### src/rtl/ifid_skid_reg.sv
// IF/ID pipeline register built as a 2-entry skid buffer.
// in_ready depends only on registered state (and reset), so a decode stall
// never reaches fetch through a combinational path. A flush empties the stage,
// puts a NOP on the outputs, and adds the number of valid instructions it threw
// away to a saturating counter.
module ifid_skid_reg #(
  parameter int INS_WIDTH = 8,
  parameter int PC_WIDTH  = 8,
  parameter logic [INS_WIDTH-1:0] NOP_CODE = '0,
  parameter int CNT_WIDTH = 8
) (
  input  logic                 clk,
  input  logic                 reset,
  input  logic                 in_valid,
  output logic                 in_ready,
  input  logic [INS_WIDTH-1:0] ins_in,
  input  logic [PC_WIDTH-1:0]  pc_in,
  input  logic                 flush,
  output logic                 out_valid,
  input  logic                 out_ready,
  output logic [INS_WIDTH-1:0] instruction_code,
  output logic [PC_WIDTH-1:0]  pc_out,
  output logic [1:0]           occupancy,
  output logic [CNT_WIDTH-1:0] flushed_count
);

  typedef enum logic [1:0] {EMPTY = 2'd0, HALF = 2'd1, FULL = 2'd2} state_t;

  typedef struct packed {
    logic [INS_WIDTH-1:0] ins;
    logic [PC_WIDTH-1:0]  pc;
  } entry_t;

  localparam entry_t BUBBLE = '{ins: NOP_CODE, pc: '0};
  localparam logic [CNT_WIDTH+1:0] CNT_MAX = {2'b00, {CNT_WIDTH{1'b1}}};

  state_t               state, state_nxt;
  entry_t               main_q, main_nxt;
  entry_t               skid_q, skid_nxt;
  logic [CNT_WIDTH-1:0] cnt_q, cnt_nxt;

  entry_t               in_e;
  logic                 accept, consume;
  logic [2:0]           discard;
  logic [CNT_WIDTH+1:0] cnt_sum;

  assign in_e             = '{ins: ins_in, pc: pc_in};
  assign in_ready         = (state != FULL) & ~reset;
  assign out_valid        = (state != EMPTY);
  assign occupancy        = state;
  assign instruction_code = main_q.ins;
  assign pc_out           = main_q.pc;
  assign flushed_count    = cnt_q;
  assign accept           = in_valid & in_ready;
  assign consume          = out_valid & out_ready;

  // Valid entries a flush throws away: those held, less one delivered this
  // cycle, plus one accepted this cycle. The counter saturates instead of wrapping.
  always_comb begin
    discard = {1'b0, occupancy} - {2'b00, consume} + {2'b00, accept};
    cnt_sum = {2'b00, cnt_q} + {{(CNT_WIDTH-1){1'b0}}, discard};
    cnt_nxt = cnt_q;
    if (flush)
      cnt_nxt = (cnt_sum > CNT_MAX) ? CNT_MAX[CNT_WIDTH-1:0] : cnt_sum[CNT_WIDTH-1:0];
  end

  // Next state and datapath; flush overrides every handshake.
  always_comb begin
    state_nxt = state;
    main_nxt  = main_q;
    skid_nxt  = skid_q;
    if (flush) begin
      state_nxt = EMPTY;
      main_nxt  = BUBBLE;
    end else begin
      unique case (state)
        EMPTY: if (accept) begin
          main_nxt  = in_e;
          state_nxt = HALF;
        end
        HALF: begin
          if (accept && consume) begin
            main_nxt = in_e;
          end else if (accept) begin
            skid_nxt  = in_e;
            state_nxt = FULL;
          end else if (consume) begin
            main_nxt  = BUBBLE;
            state_nxt = EMPTY;
          end
        end
        FULL: if (consume) begin
          main_nxt  = skid_q;
          state_nxt = HALF;
        end
        default: begin
          state_nxt = EMPTY;
          main_nxt  = BUBBLE;
        end
      endcase
    end
  end

  // State, main/skid entries and discard counter; reset clears at once.
  always_ff @(posedge clk or posedge reset) begin
    if (reset) begin
      state  <= EMPTY;
      main_q <= BUBBLE;
      skid_q <= '0;
      cnt_q  <= '0;
    end else begin
      state  <= state_nxt;
      main_q <= main_nxt;
      skid_q <= skid_nxt;
      cnt_q  <= cnt_nxt;
    end
  end

endmodule

### config.mk
export PLATFORM = sky130hd
export DESIGN_NAME = ifid_skid_reg
export DESIGN_NICKNAME = d
export VERILOG_FILES = /design/src/rtl/ifid_skid_reg.sv
export SDC_FILE = /design/constraint.sdc
export NUM_CORES = 1
export LEC_CHECK = 0
export CAP_MARGIN = 20
export CORE_ASPECT_RATIO = 0.8
export CORE_MARGIN = 3
export CORE_UTILIZATION = 40
export DETAILED_ROUTE_END_ITERATION = 8
export PLACE_DENSITY_LB_ADDON = 0.2
export SYNTH_ARGS = -nofsm -noshare
export SYNTH_HDL_FRONTEND = slang
export SYNTH_SLANG_ARGS = --single-unit
export TNS_END_PERCENT = 100
### constraint.sdc
create_clock -name clk -period 7.6 [get_ports clk]
set_input_delay 0.76 -clock clk [delete_from_list [all_inputs] [get_ports clk]]
set_output_delay 0.76 -clock clk [all_outputs]
set_load 0.01 [all_outputs]
* Yosys cells after proc, flatten, opt, wreduce, memory -nomap -nowiden
Cells that the tools add are included. W data, S select, Z words.
Operators by class: add/subtract/negate cells 3, $mul 0, div/mod/pow operators 0, $lt $le $gt $ge 1, equal/unequal tests 9, shifts and indexed selects 0, mux-type cells 15, bitwise gates (word level) 6, reductions and logical operators 6
Operators with widths (number):
- $mux W16 | 6
- $pmux W16 S3 | 1
- $mux W2 | 6
- $ne A4 B4 Y1 const B | 3
- $reduce_and A4 Y1 | 3
- $add A8 B3 Y9 | 1
- $gt A9 B8 Y1 const B | 1
- $ne A3 B3 Y1 const B | 3
- $mux W8 | 1
- $pmux W2 S3 | 1
- $add A3 B1 Y3 | 1
- $and A1 B1 Y1 | 3
- $not A1 Y1 | 3
- $sub A2 B1 Y3 | 1
- $eq A2 B1 Y1 const B | 1
- $eq A2 B2 Y1 const B | 1
- $logic_not A2 Y1 | 1
- $ne A2 B2 Y1 const B | 1
- $reduce_bool A2 Y1 | 1
- $logic_and A1 B1 Y1 | 1
Storage, ports and cells: bits in registers 42, bits in latches 0, RAM bits 0, ROM bits 0, bits of input ports 21, output and inout bits 28, word-level logic and storage cells 46, memories 0

* Longest topological paths before layout
depth in word-level cells 7, gate-level depth with buffers 14, depth with buffers taken out 12

* Worst setup path after synthesis
Ideal clock, no wire load.
path kind register to register, start register state[1] (netlist: occupancy[1]), end register cnt_q[3] (netlist: flushed_count[3]), setup time 0.083 ns, arrival time 3.459 ns, required time 7.517 ns, slack 4.059 ns, stages on the path, launching flop included 14, buffers on the path 2, clock period less this slack 3.541 ns, path through dfrtp_1 buf_2 nor2b_1 buf_2 nor2_1 ha_1 ha_1 fa_1 inv_1 fa_1 nor2b_1 o211ai_1 or3_1 o21ai_0
On the way: word-level cells in the longest chain between the ends 7, elaborated cells between the ends (all ways) 10, classes of those cells add/sub: 3; order compare: 1; eq/ne: 1; mux: 1; bitwise: 3; reduce/logical: 1
RTL lines:
- start, declared | line 37 | state_t state, state_nxt;
- start signal, assigned | line 112 | state <= state_nxt;
- $reduce_bool A2 Y1 or $ne A2 B2 Y1 (tied branches) | line 49, 48
- $and A1 B1 Y1 (on tied branches) | line 55, 48
- $sub A2 B1 Y3 or $and A1 B1 Y1 (tied branches) | line 60, 54
- $add A3 B1 Y3 * | line 60 | discard = {1'b0, occupancy} - {2'b00, consume} + {2'b00, accept};
- $add A8 B3 Y9 * | line 61 | cnt_sum = {2'b00, cnt_q} + {{(CNT_WIDTH-1){1'b0}}, discard};
- $gt A9 B8 Y1 | line 64 | cnt_nxt = (cnt_sum > CNT_MAX) ? CNT_MAX[CNT_WIDTH-1:0] : cnt_sum[CNT_WIDTH-1:0];
- $mux W8 * | line 64
- end signal, assigned | line 115 | cnt_q <= cnt_nxt;
- end, declared | line 40 | logic [CNT_WIDTH-1:0] cnt_q, cnt_nxt;
Every way passes the cells marked *; elsewhere a longest branch is shown, timed or not. A chain may end at the register's enable or synchronous reset.

* Final worst setup path
Same ends and word-level chain as after synthesis.

==> results.yml <==
worst_setup_path:
  crit_buf_inv: 1
  worstPathArrival_ps: 4460
  reg2reg_setup_slack_ps: 3360
  endpoint: "flushed_count[3]$_DFFE_PP0P_"
  ff2ff_path_depth: 11
  slowest_delay_ps: 820
  crit_required_ps: 7820
  cp.depth: 11
  r2r-start: "occupancy[1]$_DFFE_PP0P_"
  path_delay_family: "simple AND/OR/NAND/NOR gates"
  startpoint: "occupancy[1]$_DFFE_PP0P_"
  r2r-end: "flushed_count[3]$_DFFE_PP0P_"
  setup.worst_path.start_class: "register"
  critPathMaxFanout: 15
  crit_path_cell_trace: "nor2b_1 > nor2_1 > ha_1 > ha_1 > fa_1 > inv_1 > fa_1 > nor2b_1 > o211ai_1 > or3_1 > o21ai_0"
  worstSetupPathType: "register to register"
  slowest_stage: "nor2b_1"
  critPathCaptureType: "register"
logic_synthesis:
  synth_cell_types: 41
  syn_area_um2: 2250
  postSynthAreaPerCell_um2: 11.8
  synthCells: 191
  ys_ff_latch: 42
  yosys_most_used_dff: "dfrtp_1"
  ys_seq_area_frac: 0.467
  yosys_warnings: 0
  synth_edf_count: 0
  synth_nets: 220
  ys_async_sr_fraction: 1.00
global_route:
  overflow: 0
  grt_pass1_vias: 1593
  antenna_found_initial: 0
  grtUsageTotal: 0.154
  grt_max_degree: 43
  grt_pass1_wl_mm: 8.00
die:
  pin_count: 49
  die_area_um2: 6570
  die_h_um: 73.1
  die_x_um: 89.9
  start_util: 0.432
  core-area_um2: 5210
  rows: 23
layout:
  mostFrequentLayoutCells: "clkdlybuf4s50_1, dfrtp_1, nor2_1, mux2_2"
  n_antenna_cell: 0
  layout.nets: 265
  drive_gt1_frac: 0.173
  syn_to_final_growth_pct: 26.5
  n_fill_cell: 484
  layout_commonest_cell: "clkdlybuf4s50_1"
placed_design:
  io_buffers: 48
  gp_congestion: 0.807
  pre_cts_ws_ps: 3390
  hpwlAfterDp_mm: 3.24
sta:
  drv_slew: 0
  finalClockSkew_ps: 7.24
  setup_viol: 0
  whs_ps: 485
  finalHoldViolCount: 0
  max_freq_ghz: 0.236
  relSlewSlack: 0.370
  rsz0062_at_grt: "no"
  period_needed_ps: 4240
  period_share: 0.558
  timing.final.ws_setup_ps: 3360
  worst-slew-pin-transition_ps: 943
  tns_ps: 0
clocking:
  postCtsSetupBuffers: 0
  clkTransAtPathRegs_ps: 90
  h-tree-depth: 2
  cts-resized-gates: 0
  cts_tree: "done"
  insertion_delay_ps: 290
  cts-root-buf: "clkbuf_8"
  clock-sinks: 42
  cts_buffer_depth: 2
  numCtsBuffers: 5
  hold_buffers: 0
route:
  drc: 0
  viasPerCell: 5.21
  wl_mm: 4.84
  drt_iter0_drc: 72
  drt-pass1-iter-count: 4
  route.antenna.remaining_nets: 0
  wl_per_cell_um: 15.5
  vias: 1624
power:
  p_per_area_nw_per_um2: 244
  p_leak_nw: 1.24
  vdd_drop_max_uv: 129
  fin_total_pwr_w: 0.000695
job:
  maxCapViolCount: 0
hold_path:
  hold_path_class: "register to register"
outcome:
  outcome: "completed"
## report_power, final
group          switching, W  internal [W]
Clock             0.0000802     0.0000731
Sequential        0.0000421      0.000276
Combinational     0.0000910      0.000132
Total              0.000213      0.000481
## per-layer routing
layer	part of all wire	vias up	track usage
met4	0.0085	0	0.0390
li1	-	776	-
met5	0	-	0
met3	0.047	4	0.0464
met1	0.50	803	0.213
met2	0.44	41	0.240
## cells in the mapped netlist, drive strengths merged, types with 3 or more instances
cell type / n / area share
nand3b: 6 / 0.020
nand3: 6 / 0.013
nor2b: 4 / 0.011
o21ai: 6 / 0.013
nand2: 9 / 0.015
nor2: 16 / 0.028
dfrtp: 42 / 0.47
nand2b: 3 / 0.012
a32oi: 10 / 0.039
mux2: 34 / 0.19
buf: 10 / 0.036
a21oi: 9 / 0.020
ha: 6 / 0.033
inv: 7 / 0.012
## worst min path at each step
stage,start,end,slack [ps],depth (start not counted)
after floorplan,skid_q[8]$_DFFE_PP0P_,skid_q[8]$_DFFE_PP0P_,480,1
after global placement,instruction_code[0]$_DFFE_PP0P_,instruction_code[0]$_DFFE_PP0P_,470,1
after detailed placement,instruction_code[7]$_DFFE_PP0P_,instruction_code[7]$_DFFE_PP0P_,470,1
after CTS,instruction_code[3]$_DFFE_PP0P_,instruction_code[3]$_DFFE_PP0P_,490,1
after global routing,instruction_code[7]$_DFFE_PP0P_,instruction_code[7]$_DFFE_PP0P_,520,1
final,instruction_code[3]$_DFFE_PP0P_,instruction_code[3]$_DFFE_PP0P_,480,1
## through the flow
stage / area, um2 / cells / utilization
2_1_floorplan: 2250 / 191 / -
3_3_place_gp: 2750 / 304 / 0.528
3_5_place_dp: 2750 / 304 / 0.528
4_1_cts: 2850 / 312 / 0.547
5_1_grt: 2850 / 312 / 0.547
6_report: 2850 / 312 / 0.547
## final cells by class
| class | instances | area [um2] | area share |
|---|---|---|---|
| clock inverters | 2 | 12.5 | 0.00439 |
| clock buffers | 6 | 82.6 | 0.0290 |
| repair buffers | 50 | 495 | 0.174 |
| inverters | 7 | 26.3 | 0.00923 |
| flip-flops and latches | 42 | 1050 | 0.369 |
| multi-input cells | 130 | 1090 | 0.381 |
| well taps | 75 | 93.8 | 0.0330 |
## logic make-up after synthesis
group	after synthesis	synth area share
adder cells (fa/ha/maj)	8	0.0511
flip-flops	42	0.467
buffers and inverters	19	0.0506
AND/OR/NAND/NOR	51	0.121
multiplexers	36	0.194
XOR/XNOR	1	0.00389
AO/OA/AOI/OAI	34	0.113
## state kept, by name, summed over array words and instances (netlist names)
register          cells
flushed_count         8
skid_q               16
pc_out                8
occupancy             2
instruction_code      8
(Power assumes the default switching activity.)
==> edit, RTL diff (config.mk and constraints unchanged) <==
Register the output `flushed_count` once more; this adds one clock of latency there. The other outputs are not delayed to match.
--- a/src/rtl/ifid_skid_reg.sv
+++ b/src/rtl/ifid_skid_reg.sv
@@ -52,3 +52,5 @@
   assign pc_out           = main_q.pc;
-  assign flushed_count    = cnt_q;
+  always_ff @(posedge clk) begin
+    flushed_count <= cnt_q;
+  end
   assign accept           = in_valid & in_ready;
Behaviour: not the same (a bounded check fails within 4 cycles, from zero or initial values and one cycle with reset high).
==> edit against the unedited design <==
Sequential power is 20% higher. Critical path depth stayed put. Sequential cell count is 8 higher. Total power is 19% higher. Synthesized cell count is 5.8% higher. Area after synthesis is 7.4% higher. Die area is 6.8% higher. Worst setup slack better by 510 ps. Wire length is 2.1% lower. Design area is 8.0% higher. Clock power is 46% higher. Critical endpoint is now cnt_q[4]. Highest routed layer unchanged.
==> edit: results (changes against the unedited design) <==
- Top cells by area in the synthesized netlist: sky130_fd_sc_hd__dfrtp_1 43%, sky130_fd_sc_hd__mux2_2 7.5%, sky130_fd_sc_hd__dfxtp_1 6.6%
- Vias: 1663 (+2.4%)
- The internal reg-to-reg setup slack came to 3870 ps (+510 ps).
- Share of cell area taken by muxes after synthesis: 0.181 (-0.0128)
* Leakage dissipation: 1.35 nW (+8.5%)
- The flow ran to the end, and the final reports show no timing, DRC or antenna violations.
- Final HPWL DP: 3.19 mm (-1.5%)
- Largest stage delay on the critical path: 750 ps (-70 ps)
- Final-stage net count: 276 (+4.2%)
* Skew-Pair Late Insertion Delay: about 300 ps
- Number of buffers between clock root and the deepest sink: 2 (unchanged)
* Routed Wire Length: 4.74 mm (-2.1%)
- The worst hold margin came to 413 ps (-71.8 ps).
- Fill cell total of the finished layout: 516 (+6.6%)
* Clock tree skew after final layout: 11.0 ps (+3.72 ps)
- Wire length of the first global-routing pass: 7.94 mm (-0.70%)
- The number of global-route vias before repair was 1614 (+1.3%).
- The worst max-slew margin expressed relative to the limit is 0.413 (+0.0435).
- First-iteration detailed-routing DRC count: 84 (+17%)
- The number of flip-flops under the largest register name was 16 (unchanged).
* Compound-Gate Fraction of Synth Area: 0.0890 (-0.0238)
* Proportion of synthesized chip area in sequential cells: 0.501 (+0.0341)
- Nets in the synthesized netlist: 231 (+5.0%)
- The instance area after placement was 0.00293 mm^2 (+6.5%).
- The worst hold path cell count is 0 (-1).
* Tot GR Track Use: 0.145 (-0.00967)
* Critical Path Fanout Max: 16 (+1)
- Post-synthesis adder-cell area fraction: 0.0476 (-0.00352)
- The fraction of power spent switching nets was 0.263 (-0.0444).
- Global placement routability congestion: 0.800 (-0.93%)
- Async S/R FF share, synth: 0.840 (-0.160)
- Synth unique cells: 40 (-2.4%)
- Data arrival, critical path: 3910 ps (-550 ps)
- The share of the synthesized netlist area taken by xor and xnor gates was 0.00725 (+0.00336).
- Leading post-synthesis cells by instance count: 42 x sky130_fd_sc_hd__dfrtp_1, 16 x sky130_fd_sc_hd__mux2_2, 15 x sky130_fd_sc_hd__nor2_1
* Critical path's top delay family: adder cells
* Proportion of layout cells with a drive suffix above 1: 0.169 (-0.00364)
- Highest-delay cell along the critical path: sky130_fd_sc_hd__dfrtp_1
- Maximum vdd ir drop: 111 uV (-14%)
* Beginning of the worst hold path: cnt_q[2]
## edit: power by group through the flow
stage / Combinational [mW] / Sequential (mW) / Clock (mW)
final: 0.224 / 0.381 / 0.223
after detailed placement: 0.227 / 0.386 / 0
after global placement: 0.224 / 0.385 / 0
after CTS: 0.228 / 0.381 / 0.230
after floorplan: 0.122 / 0.390 / 0
after global routing: 0.249 / 0.392 / 0.243
## edit: final cells by class
class | instances | area, um^2 | area share
clock inverter | 2 | 60.1 | 0.0195
timing repair buffer | 50 | 495 | 0.161
tap | 78 | 97.6 | 0.0317
sequential | 50 | 1210 | 0.394
multi-input combinational | 133 | 1100 | 0.358
inverter | 7 | 26.3 | 0.00854
clock buffer | 6 | 82.6 | 0.0269
## edit: path summary, 6_finish.rpt
kind	endpoint
worst max-delay path	cnt_q[4]
worst min-delay path	flushed_count[2]
worst max register to register	cnt_q[4]
worst min register to register	flushed_count[2]
max in group asynchronous	cnt_q[0]
min in group asynchronous	pc_out[1]
## edit: logic make-up after synthesis
group / count (synthesis)
buffers and inverters: 19
muxes: 36
and+or+nand+nor: 58
DFF: 50
adders and majority gates: 8
AOI/OAI and AO/OA: 29
xor gates and xnor gates: 2
## edit: stage by stage
| step | total power [mW] | std cells | setup WS (ps) | utilization |
|---|---|---|---|---|
| finish | 0.828 | 326 | 3870 | 0.545 |
| global route | 0.884 | 326 | 3610 | 0.545 |
| CTS | 0.839 | 326 | 3850 | 0.545 |
| detailed placement | 0.612 | 318 | 3680 | 0.520 |
| global placement | 0.608 | 318 | 3750 | 0.520 |
| floorplan | 0.512 | 202 | 4150 | - |
## edit: metal layers
layer | track usage | vias up | routed length, um
met1 | 0.202 | 800 | 2410
met3 | 0.0365 | 4 | 206
met5 | 0 | - | 0
met2 | 0.220 | 45 | 2070
met4 | 0.0537 | 0 | 46
li1 | - | 814 | -
